`config.mk`:
```
export PLATFORM = sky130hd
export DESIGN_NAME = gshare_update_scheduler_flat
export DESIGN_NICKNAME = d
export VERILOG_FILES = /design/src/rtl/gshare_update_scheduler_if.sv /design/src/rtl/gshare_update_scheduler.sv /design/src/flat_wrapper.sv
export SDC_FILE = /design/constraint.sdc
export NUM_CORES = 1
export LEC_CHECK = 0
export CAP_MARGIN = 10
export CORE_MARGIN = 2
export CORE_UTILIZATION = 40
export DETAILED_ROUTE_END_ITERATION = 8
export HOLD_SLACK_MARGIN = 0.02
export SETUP_SLACK_MARGIN = 0.1
export SYNTH_ARGS = -nofsm -noshare
export SYNTH_HDL_FRONTEND = slang
export SYNTH_SLANG_ARGS = --single-unit
```
`constraint.sdc`:
```
create_clock -name clk -period 14.62 [get_ports clk]
set_clock_uncertainty 0.2 [all_clocks]
set_input_delay 4.386 -clock clk [delete_from_list [all_inputs] [get_ports clk]]
set_output_delay 4.386 -clock clk [all_outputs]
set_load 0.01 [all_outputs]
```
`src/rtl/gshare_update_scheduler_if.sv`:
```
// ----------------------------------------------------------------------------
// gshare_update_scheduler_if
//   Bundles the fetch, execute and GShare-facing signals of the update
//   scheduler.
//   slave  : scheduler side (receives fetch/execute requests, drives GShare)
//   master : environment side (fetch unit, branch unit, GShare model)
// Signals
//   fe_valid/fe_pc -> fe_ready/fe_taken     prediction request / result
//   ex_valid/ex_taken -> ex_ready           branch resolution
//   mispredict, resolve_err                 registered status pulses
//   gs_predict/gs_predictPc <- gs_prediction  GShare predict port
//   gs_update/gs_updatePc/gs_reality          GShare update port
// ----------------------------------------------------------------------------
interface gshare_update_scheduler_if;
   logic        fe_valid;
   logic [31:0] fe_pc;
   logic        fe_ready;
   logic        fe_taken;
   logic        ex_valid;
   logic        ex_taken;
   logic        ex_ready;
   logic        mispredict;
   logic        resolve_err;
   logic        gs_predict;
   logic [31:0] gs_predictPc;
   logic        gs_prediction;
   logic        gs_update;
   logic [31:0] gs_updatePc;
   logic        gs_reality;

   modport slave (
      input  fe_valid, fe_pc, ex_valid, ex_taken, gs_prediction,
      output fe_ready, fe_taken, ex_ready, mispredict, resolve_err,
             gs_predict, gs_predictPc, gs_update, gs_updatePc, gs_reality
   );

   modport master (
      output fe_valid, fe_pc, ex_valid, ex_taken, gs_prediction,
      input  fe_ready, fe_taken, ex_ready, mispredict, resolve_err,
             gs_predict, gs_predictPc, gs_update, gs_updatePc, gs_reality
   );
endinterface

```
`src/rtl/gshare_update_scheduler.sv`:
```
// ----------------------------------------------------------------------------
// gshare_update_scheduler
//   Shares a single-ported GShare table between fetch-side predictions and
//   execute-side updates. Predicted branches are kept in order in an
//   in-flight queue (IFQ); each resolution pops the IFQ head and pushes the
//   resolved {pc, outcome} into an update buffer (UBUF) that is drained into
//   the predictor whenever the port is free, or forcibly after an update has
//   lost to predictions for STARVE_MAX consecutive cycles (or UBUF is full).
//   A wrong resolution flushes the IFQ; the UBUF is never flushed.
// Ports
//   clk, reset   clock, asynchronous active-high reset
//   bus          gshare_update_scheduler_if.slave (fetch/execute/GShare)
//   stat_*       saturating event counters (only with SCHED_STATS_EN)
// Configuration
//   SCHED_STATS_EN  adds stat_pred/stat_upd/stat_mis counters and ports
// ----------------------------------------------------------------------------
module gshare_update_scheduler #(
   parameter int IFQ_DEPTH  = 8,
   parameter int UBUF_DEPTH = 4,
   parameter int STARVE_MAX = 3
) (
   input  logic                           clk,
   input  logic                           reset,
   gshare_update_scheduler_if.slave       bus
`ifdef SCHED_STATS_EN
   ,
   output logic [31:0]                    stat_pred,
   output logic [31:0]                    stat_upd,
   output logic [31:0]                    stat_mis
`endif
);

   localparam int IA = $clog2(IFQ_DEPTH);
   localparam int UA = $clog2(UBUF_DEPTH);
   localparam int SW = $clog2(STARVE_MAX + 1);
   localparam logic [IA:0] IFQ_ONE = 1;
   localparam logic [UA:0] UB_ONE  = 1;

   typedef enum logic {GRANT_PRED, FORCE_UPD} state_t;

   // queues: pointers carry one extra wrap bit for full/empty detection
   logic [31:0]    r_ifq_pc   [IFQ_DEPTH];
   logic           r_ifq_pred [IFQ_DEPTH];
   logic [IA:0]    r_ifq_wp, r_ifq_rp;
   logic [31:0]    r_ub_pc    [UBUF_DEPTH];
   logic           r_ub_real  [UBUF_DEPTH];
   logic [UA:0]    r_ub_wp, r_ub_rp;

   state_t         r_state, w_state_nxt;
   logic [SW-1:0]  r_starve, w_starve_nxt;
   logic           r_mis, r_rerr;

   logic           w_ifq_empty, w_ifq_full, w_ub_empty, w_ub_full;
   logic [31:0]    w_head_pc;
   logic           w_head_pred;
   logic           w_ex_ready, w_res_acc, w_flush;
   logic           w_fe_ready, w_pred_acc, w_drain;

   assign w_ifq_empty = (r_ifq_wp == r_ifq_rp);
   assign w_ifq_full  = (r_ifq_wp[IA] != r_ifq_rp[IA]) &&
                        (r_ifq_wp[IA-1:0] == r_ifq_rp[IA-1:0]);
   assign w_ub_empty  = (r_ub_wp == r_ub_rp);
   assign w_ub_full   = (r_ub_wp[UA] != r_ub_rp[UA]) &&
                        (r_ub_wp[UA-1:0] == r_ub_rp[UA-1:0]);

   assign w_head_pc   = r_ifq_pc[r_ifq_rp[IA-1:0]];
   assign w_head_pred = r_ifq_pred[r_ifq_rp[IA-1:0]];

   // Strobes are gated by reset so that asserting reset mid-cycle silences
   // the GShare port immediately, even while fetch keeps fe_valid high.
   assign w_ex_ready  = ~w_ub_full;
   assign w_res_acc   = ~reset & bus.ex_valid & w_ex_ready & ~w_ifq_empty;
   assign w_flush     = w_res_acc & (bus.ex_taken != w_head_pred);
   assign w_fe_ready  = (r_state == GRANT_PRED) & ~w_ifq_full & ~w_flush;
   assign w_pred_acc  = ~reset & bus.fe_valid & w_fe_ready;

   // Grant FSM: predict owns the port in GRANT_PRED; starve counts the
   // consecutive cycles a pending update was locked out by a prediction.
   always_comb begin
      w_state_nxt  = r_state;
      w_starve_nxt = r_starve;
      w_drain      = 1'b0;
      case (r_state)
         GRANT_PRED: begin
            if (w_pred_acc) begin
               if (!w_ub_empty) begin
                  w_starve_nxt = (r_starve == SW'(STARVE_MAX)) ? r_starve
                                                               : r_starve + SW'(1);
                  if ((w_starve_nxt == SW'(STARVE_MAX)) || w_ub_full)
                     w_state_nxt = FORCE_UPD;
               end else begin
                  w_starve_nxt = '0;
               end
            end else begin
               w_starve_nxt = '0;
               w_drain      = ~w_ub_empty;
            end
         end
         FORCE_UPD: begin
            // UBUF may be empty here only if nothing remained; no op then
            w_drain      = ~w_ub_empty;
            w_starve_nxt = '0;
            w_state_nxt  = GRANT_PRED;
         end
         default: begin
            w_state_nxt  = GRANT_PRED;
            w_starve_nxt = '0;
         end
      endcase
      if (reset)
         w_drain = 1'b0;
   end

   always_ff @(posedge clk or posedge reset) begin
      if (reset) begin
         r_state  <= GRANT_PRED;
         r_starve <= '0;
         r_ifq_wp <= '0;
         r_ifq_rp <= '0;
         r_ub_wp  <= '0;
         r_ub_rp  <= '0;
         r_mis    <= 1'b0;
         r_rerr   <= 1'b0;
      end else begin
         r_state  <= w_state_nxt;
         r_starve <= w_starve_nxt;
         // flush empties the IFQ; fe_ready is 0 then, so nothing is pushed
         if (w_flush) begin
            r_ifq_rp <= r_ifq_wp;
         end else begin
            if (w_pred_acc) r_ifq_wp <= r_ifq_wp + IFQ_ONE;
            if (w_res_acc)  r_ifq_rp <= r_ifq_rp + IFQ_ONE;
         end
         if (w_res_acc) r_ub_wp <= r_ub_wp + UB_ONE;
         if (w_drain)   r_ub_rp <= r_ub_rp + UB_ONE;
         r_mis    <= w_flush;
         r_rerr   <= bus.ex_valid & w_ifq_empty;
      end
   end

   // queue storage needs no reset: pointers alone define validity
   always_ff @(posedge clk) begin
      if (w_pred_acc) begin
         r_ifq_pc[r_ifq_wp[IA-1:0]]   <= bus.fe_pc;
         r_ifq_pred[r_ifq_wp[IA-1:0]] <= bus.gs_prediction;
      end
      if (w_res_acc) begin
         r_ub_pc[r_ub_wp[UA-1:0]]   <= w_head_pc;
         r_ub_real[r_ub_wp[UA-1:0]] <= bus.ex_taken;
      end
   end

   assign bus.fe_ready     = w_fe_ready;
   assign bus.fe_taken     = w_pred_acc & bus.gs_prediction;
   assign bus.ex_ready     = w_ex_ready;
   assign bus.mispredict   = r_mis;
   assign bus.resolve_err  = r_rerr;
   assign bus.gs_predict   = w_pred_acc;
   assign bus.gs_predictPc = w_pred_acc ? bus.fe_pc : 32'd0;
   assign bus.gs_update    = w_drain;
   assign bus.gs_updatePc  = w_drain ? r_ub_pc[r_ub_rp[UA-1:0]] : 32'd0;
   assign bus.gs_reality   = w_drain & r_ub_real[r_ub_rp[UA-1:0]];

`ifdef SCHED_STATS_EN
   logic [31:0] r_stat_pred, r_stat_upd, r_stat_mis;

   always_ff @(posedge clk or posedge reset) begin
      if (reset) begin
         r_stat_pred <= '0;
         r_stat_upd  <= '0;
         r_stat_mis  <= '0;
      end else begin
         if (w_pred_acc && (r_stat_pred != 32'hFFFFFFFF)) r_stat_pred <= r_stat_pred + 32'd1;
         if (w_drain    && (r_stat_upd  != 32'hFFFFFFFF)) r_stat_upd  <= r_stat_upd  + 32'd1;
         if (w_flush    && (r_stat_mis  != 32'hFFFFFFFF)) r_stat_mis  <= r_stat_mis  + 32'd1;
      end
   end

   assign stat_pred = r_stat_pred;
   assign stat_upd  = r_stat_upd;
   assign stat_mis  = r_stat_mis;
`endif

endmodule

```
`src/flat_wrapper.sv`:
```
// flat-port wrapper written by rule: the top's interface ports become plain ports
module gshare_update_scheduler_flat 
#(
   parameter int IFQ_DEPTH  = 8,
   parameter int UBUF_DEPTH = 4,
   parameter int STARVE_MAX = 3
)
  (clk, reset, bus_fe_valid, bus_fe_pc, bus_ex_valid, bus_ex_taken, bus_gs_prediction, bus_fe_ready, bus_fe_taken, bus_ex_ready, bus_mispredict, bus_resolve_err, bus_gs_predict, bus_gs_predictPc, bus_gs_update, bus_gs_updatePc, bus_gs_reality);
  gshare_update_scheduler_if bus_i ();
  input  logic clk;
  input  logic reset;
  input wire logic [$bits(bus_i.fe_valid)-1:0] bus_fe_valid;
  input wire logic [$bits(bus_i.fe_pc)-1:0] bus_fe_pc;
  input wire logic [$bits(bus_i.ex_valid)-1:0] bus_ex_valid;
  input wire logic [$bits(bus_i.ex_taken)-1:0] bus_ex_taken;
  input wire logic [$bits(bus_i.gs_prediction)-1:0] bus_gs_prediction;
  output wire logic [$bits(bus_i.fe_ready)-1:0] bus_fe_ready;
  output wire logic [$bits(bus_i.fe_taken)-1:0] bus_fe_taken;
  output wire logic [$bits(bus_i.ex_ready)-1:0] bus_ex_ready;
  output wire logic [$bits(bus_i.mispredict)-1:0] bus_mispredict;
  output wire logic [$bits(bus_i.resolve_err)-1:0] bus_resolve_err;
  output wire logic [$bits(bus_i.gs_predict)-1:0] bus_gs_predict;
  output wire logic [$bits(bus_i.gs_predictPc)-1:0] bus_gs_predictPc;
  output wire logic [$bits(bus_i.gs_update)-1:0] bus_gs_update;
  output wire logic [$bits(bus_i.gs_updatePc)-1:0] bus_gs_updatePc;
  output wire logic [$bits(bus_i.gs_reality)-1:0] bus_gs_reality;
  assign bus_i.fe_valid = bus_fe_valid;
  assign bus_i.fe_pc = bus_fe_pc;
  assign bus_i.ex_valid = bus_ex_valid;
  assign bus_i.ex_taken = bus_ex_taken;
  assign bus_i.gs_prediction = bus_gs_prediction;
  assign bus_fe_ready = bus_i.fe_ready;
  assign bus_fe_taken = bus_i.fe_taken;
  assign bus_ex_ready = bus_i.ex_ready;
  assign bus_mispredict = bus_i.mispredict;
  assign bus_resolve_err = bus_i.resolve_err;
  assign bus_gs_predict = bus_i.gs_predict;
  assign bus_gs_predictPc = bus_i.gs_predictPc;
  assign bus_gs_update = bus_i.gs_update;
  assign bus_gs_updatePc = bus_i.gs_updatePc;
  assign bus_gs_reality = bus_i.gs_reality;
  gshare_update_scheduler #(.IFQ_DEPTH(IFQ_DEPTH), .UBUF_DEPTH(UBUF_DEPTH), .STARVE_MAX(STARVE_MAX)) u_core (.clk(clk), .reset(reset), .bus(bus_i));
endmodule
```
; Word level (Yosys, flattened, before mapping)
; Memory sizes are Yosys's and may differ from the RTL's.
; Cells that the tools add are included.
[word_totals]
register_bits = 19
ramBits = 396
input_bits = 38
output_inout_bits = 72
wordCells = 68
n_memories = 4
[mem_list]
columns = memory, depth, word_bits, rd, rd_clocked_by_memory_dff, wr, line_no
row1 = u_core.r_ifq_pc, 8, 32, 1, 0, 1, gshare_update_scheduler.sv:42  ; logic [31:0] r_ifq_pc [IFQ_DEPTH];
row2 = u_core.r_ub_pc, 4, 32, 1, 0, 1, gshare_update_scheduler.sv:45  ; logic [31:0] r_ub_pc [UBUF_DEPTH];
row3 = u_core.r_ifq_pred, 8, 1, 1, 0, 1, gshare_update_scheduler.sv:43  ; logic r_ifq_pred [IFQ_DEPTH];
row4 = u_core.r_ub_real, 4, 1, 1, 0, 1, gshare_update_scheduler.sv:46  ; logic r_ub_real [UBUF_DEPTH];
[op_classes]
addsub = 5
n_eq_ne = 9
n_mux = 19
bitwise_logic = 18
reduce_logical = 5
[op_table]
columns = op, n
row1 = two-way mux 32 bit, 2
row2 = bitwise AND 1 bit, 11
row3 = two-way mux 1 bit, 9
row4 = adder 4 x 1 -> 4 bit (second input constant), 2
row5 = two-way mux 4 bit, 2
row6 = inverter 1 bit, 7
row7 = adder 3 x 1 -> 3 bit (second input constant), 2
row8 = == test 3 bit, 2
row9 = two-way mux 2 bit, 3
row10 = == test 2 bit (second input constant), 2
row11 = == test 4 bit, 1
row12 = case mux 1 bit (2 select lines), 2
row13 = case mux 2 bit (2 select lines), 1
row14 = != test 1 bit, 3
row15 = adder 2 x 1 -> 2 bit (second input constant), 1
row16 = == test 2 bit, 1
row17 = logical AND 1 bit, 2
row18 = AND reduction 2 bit, 1
row19 = nonzero test 2 bit, 1
row20 = logical OR 1 bit, 1

; Logic depth before layout (Yosys ltp)
[depth]
word_depth = 13
depth_mapped = 8

; Worst setup path after synthesis
; Ideal clock, no wire load.
[synth_timing]
path_kind = input to output
from = in bus_ex_taken
to = out bus_gs_updatePc[10]
arrival_ns = 5.763
required_ns = 10.034
path_slack_ns = 4.271
cell_stages = 5
n_path_buf = 1
path_cell_list = xnor2_2 -> a21oi_1 -> a211o_2 -> clkbuf_1 -> and2b_1
[synth_via]
elab_chain_len = 9
[synth_lines]
columns = element, line_no
row1 = start: declaration, flat_wrapper.sv:15  ; input wire logic [$bits(bus_i.ex_taken)-1:0] bus_ex_taken;
row2 = != test 1 bit, gshare_update_scheduler.sv:73  ; assign w_flush = w_res_acc & (bus.ex_taken != w_head_pred);
row3 = bitwise AND 1 bit, gshare_update_scheduler.sv:73
row4 = inverter 1 bit (no source line), --
row5 = bitwise AND 1 bit, gshare_update_scheduler.sv:74  ; assign w_fe_ready = (r_state == GRANT_PRED) & ~w_ifq_full & ~w_flush;
row6 = net bus_fe_ready, flat_wrapper.sv:17  ; output wire logic [$bits(bus_i.fe_ready)-1:0] bus_fe_ready;
row7 = bitwise AND 1 bit, gshare_update_scheduler.sv:75  ; assign w_pred_acc = ~reset & bus.fe_valid & w_fe_ready;
row8 = two-way mux 1 bit, gshare_update_scheduler.sv:85  ; if (w_pred_acc) begin
row9 = case mux 1 bit (2 select lines), gshare_update_scheduler.sv:83  ; case (r_state)
row10 = two-way mux 1 bit, gshare_update_scheduler.sv:110  ; if (reset)
row11 = two-way mux 32 bit, gshare_update_scheduler.sv:161  ; assign bus.gs_updatePc = w_drain ? r_ub_pc[r_ub_rp[UA-1:0]] : 32'd0;
row12 = end: declaration, flat_wrapper.sv:25  ; output wire logic [$bits(bus_i.gs_updatePc)-1:0] bus_gs_updatePc;
; The timed path passes the listed nets, and every way through them passes these cells.

; Worst setup path after layout
[layout_timing]
from = in reset
to = out bus_gs_predictPc[17]
[layout_via]
elab_chain_len = 9
elab_cells_between_ends = 10
[layout_lines]
columns = element, line_no
row1 = start: declaration, flat_wrapper.sv:11  ; input logic reset;
row2 = inverter 1 bit (*), "gshare_update_scheduler.sv:72, gshare_update_scheduler.sv:75"
row3 = bitwise AND 1 bit (3 in series), gshare_update_scheduler.sv:72  ; assign w_res_acc = ~reset & bus.ex_valid & w_ex_ready & ~w_ifq_empty;
row4 = bitwise AND 1 bit, gshare_update_scheduler.sv:73
row5 = inverter 1 bit (no source line), --
row6 = bitwise AND 1 bit, gshare_update_scheduler.sv:74
row7 = bitwise AND 1 bit (*), gshare_update_scheduler.sv:75
row8 = two-way mux 32 bit (*), gshare_update_scheduler.sv:159  ; assign bus.gs_predictPc = w_pred_acc ? bus.fe_pc : 32'd0;
row9 = end: declaration, flat_wrapper.sv:23  ; output wire logic [$bits(bus_i.gs_predictPc)-1:0] bus_gs_predictPc;
; Every way passes the cells marked *; elsewhere a longest branch is shown, timed or not.

==> run metrics <==
reg-to-reg startpoint u_core.r_ifq_rp[0]$_DFFE_PP0P_; 1st-iter DRT viols 623; Synth top area share 73.3%; Max clock buf depth 3; CP Class in2out; minimum hold slack 266 ps; Worst Reg2Reg Path Length in Cells 8; H-tree depth 2; clock slew at reported path FFs 60 ps; dpl cells 1349; largest cells by area after synthesis edfxtp_1 (73%), mux4_2 (14%), dfrtp_1 (2.9%), mux2_2 (2.4%), and2_1 (1.5%); Total Neg Setup Slack 0 ps; fmax 84.8 MHz; Slew Viols, Final 0; post-synth cell types 42; I/O Buffers 109; final non-filler cell total 1419; Tmin final 11790 ps; via count 7238; CP Data Arrival Time 7200 ps; peak supply drop 0.0863 mV; post-synthesis sequential area ratio 76.3%; clock tree root driver cell clkbuf_16; status complete, no violations; area of the die 0.0422 mm2; Finished Core Util 48.0%; area of the mapped netlist 0.0162 mm2; Die Ht 205 um; most common cell in the netlist edfxtp_1; Vias/cell 5.10; Hold Fails Final Rpt 0; hold_buf cts 0; Comb power frac 29.2%; EDFF count, synth 396; Placed Instance Area 0.0180 mm2; Req. time, crit path 10030 ps; Final period util 80.6%; final wirelength 30800 um; top cells by count, synth edfxtp_1 (396), mux4_2 (99), and2_1 (38); Synth Register Bits 415; Cell Pwr Density 190 mW/mm2; CP max FO 33; largest net degree at the start of global routing 61; P_int 2.60 mW; global route total overflow 0; Final Wtd Congestion 0.701; Sw Share 28.6%; worst hold path class reg2reg; post-route ant nets 0; Post-Syn Area per Cell 22.0 um2; cell taking the most area after synthesis edfxtp_1; vias in the first global route 7613; post-cts resize count 0; HPWL Detailed 17500 um; total setup buffers inserted after CTS 0; syn_nets 781; final worst slack 2830 ps; unrepaired setup endpoints after global routing false; Fillers 3273; post-route cell area 0.0192 mm2; Setup Viol. Count Final 0; actual slew at the worst max-slew pin 933 ps; pre-CTS WS 2760 ps; LEAKAGE 6.11 nW; clock power share 26.0%; Die W 205 um; Ys Warns 0; async set or reset register ratio after synthesis 4.58%; Reg power frac 44.8%; CTS Buf Count 41; Worst slew margin 37.8%; num rows 73; CP Launch Type input pin; Starting Density 40.6%; Worst R2R End u_core.r_ifq_pc[5][27]$_DFFE_PP_; Post-Synthesis Cells 736; switching power 1.04 mW; Synth Flop Type edfxtp_1; first-pass GRT wire length 47400 um; first-pass iteration count of the detailed router 4; num ports 110; clk sinks 415; Nets 912; GRT Resource Usage Total 15.2%; initial antenna violation count 0; antenna cells 0; CTS tree built; Setup crit start reset; area of the core 0.0399 mm2; Post-route DRC 0; Power, Total 3.64 mW; worst-skew pair later-pin latency 540 ps; r2r setup slk 9330 ps; CP Capture Type output pin; ratio of cells with drive above 1 in the final layout 24.2%; DR WL/cell 21.7 um; Area Overhead vs Synth 18.2%; Max Cap Violations 0; Critical Path End bus_gs_predictPc[17]
-- worst max-delay path: stages --
cell,delay [ps]
clkdlybuf4s50_1,610
and4bb_2,370
a2111oi_4,680
buf_4,420
and2_1,180
clkdlybuf4s50_1,540
-- power groups by stage --
stage,logic [mW],registers [mW],clock network [mW]
floorplan,0.755,1.60,0
CTS,1.09,1.64,0.971
global route,1.16,1.65,1.02
global placement,1.08,1.65,0
finish,1.06,1.63,0.947
detailed placement,1.09,1.66,0
-- logic make-up after synthesis --
family / after synthesis / synth area share [%]
AO/OA/AOI/OAI: 17 / 0.834
adder cells (fa/ha/maj): 7 / 0.540
multiplexers: 134 / 16.3
XOR/XNOR: 16 / 0.911
AND/OR/NAND/NOR: 100 / 4.03
buffers and inverters: 47 / 1.16
flip-flops: 415 / 76.3
-- placed cells by master, fill, tap and decap left out, types with 7 or more instances in the layout --
cell type,instances
clkinv_1,9
xor2_1,9
mux4_2,99
clkbuf_1,13
inv_1,8
and2_1,38
buf_4,18
nor2b_1,29
mux2_2,34
clkdlybuf4s50_1,109
dfrtp_1,16
ha_1,7
edfxtp_1,396
clkbuf_16,41
-- routing by layer --
layer,part of all wire [%],GRT usage (%),vias up
met1,47,22.2,3801
met4,2.0,4.16,0
met3,4.2,2.31,46
met2,47,24.0,138
met5,0,0,-
li1,-,-,3253
-- layout make-up --
cell class / instances / area, um2 / area share [%]
multi-input cells: 274 / 3700 / 19.3
flip-flops and latches: 415 / 12400 / 64.5
inverters: 8 / 30.0 / 0.157
clock inverters: 16 / 106 / 0.555
clock buffers: 54 / 1070 / 5.61
repair buffers: 127 / 1230 / 6.40
well taps: 525 / 657 / 3.43
-- sequential cells by signal, summed over array words and instances (netlist names), 2 cells and up --
| signal | cells |
|---|---|
| u_core.r_ifq_rp | 4 |
| u_core.r_ifq_pred | 8 |
| u_core.r_ub_pc | 128 |
| u_core.r_starve | 2 |
| u_core.r_ifq_wp | 4 |
| u_core.r_ub_rp | 3 |
| u_core.r_ifq_pc | 256 |
| u_core.r_ub_wp | 3 |
| u_core.r_ub_real | 4 |
-- how the worst min path moves through the flow --
stage	from	slack (ps)	to	cells past startpoint
detailed placement	u_core.r_starve[0]$_DFF_PP0_	260	u_core.r_starve[0]$_DFF_PP0_	1
CTS	u_core.r_starve[0]$_DFF_PP0_	260	u_core.r_starve[0]$_DFF_PP0_	1
finish	u_core.r_starve[0]$_DFF_PP0_	270	u_core.r_starve[0]$_DFF_PP0_	1
global route	u_core.r_starve[0]$_DFF_PP0_	280	u_core.r_starve[0]$_DFF_PP0_	1
global placement	u_core.r_starve[0]$_DFF_PP0_	250	u_core.r_starve[0]$_DFF_PP0_	1
floorplan	u_core.r_starve[0]$_DFF_PP0_	230	u_core.r_starve[0]$_DFF_PP0_	1
No activity file was read; power rests on OpenSTA's default activity.
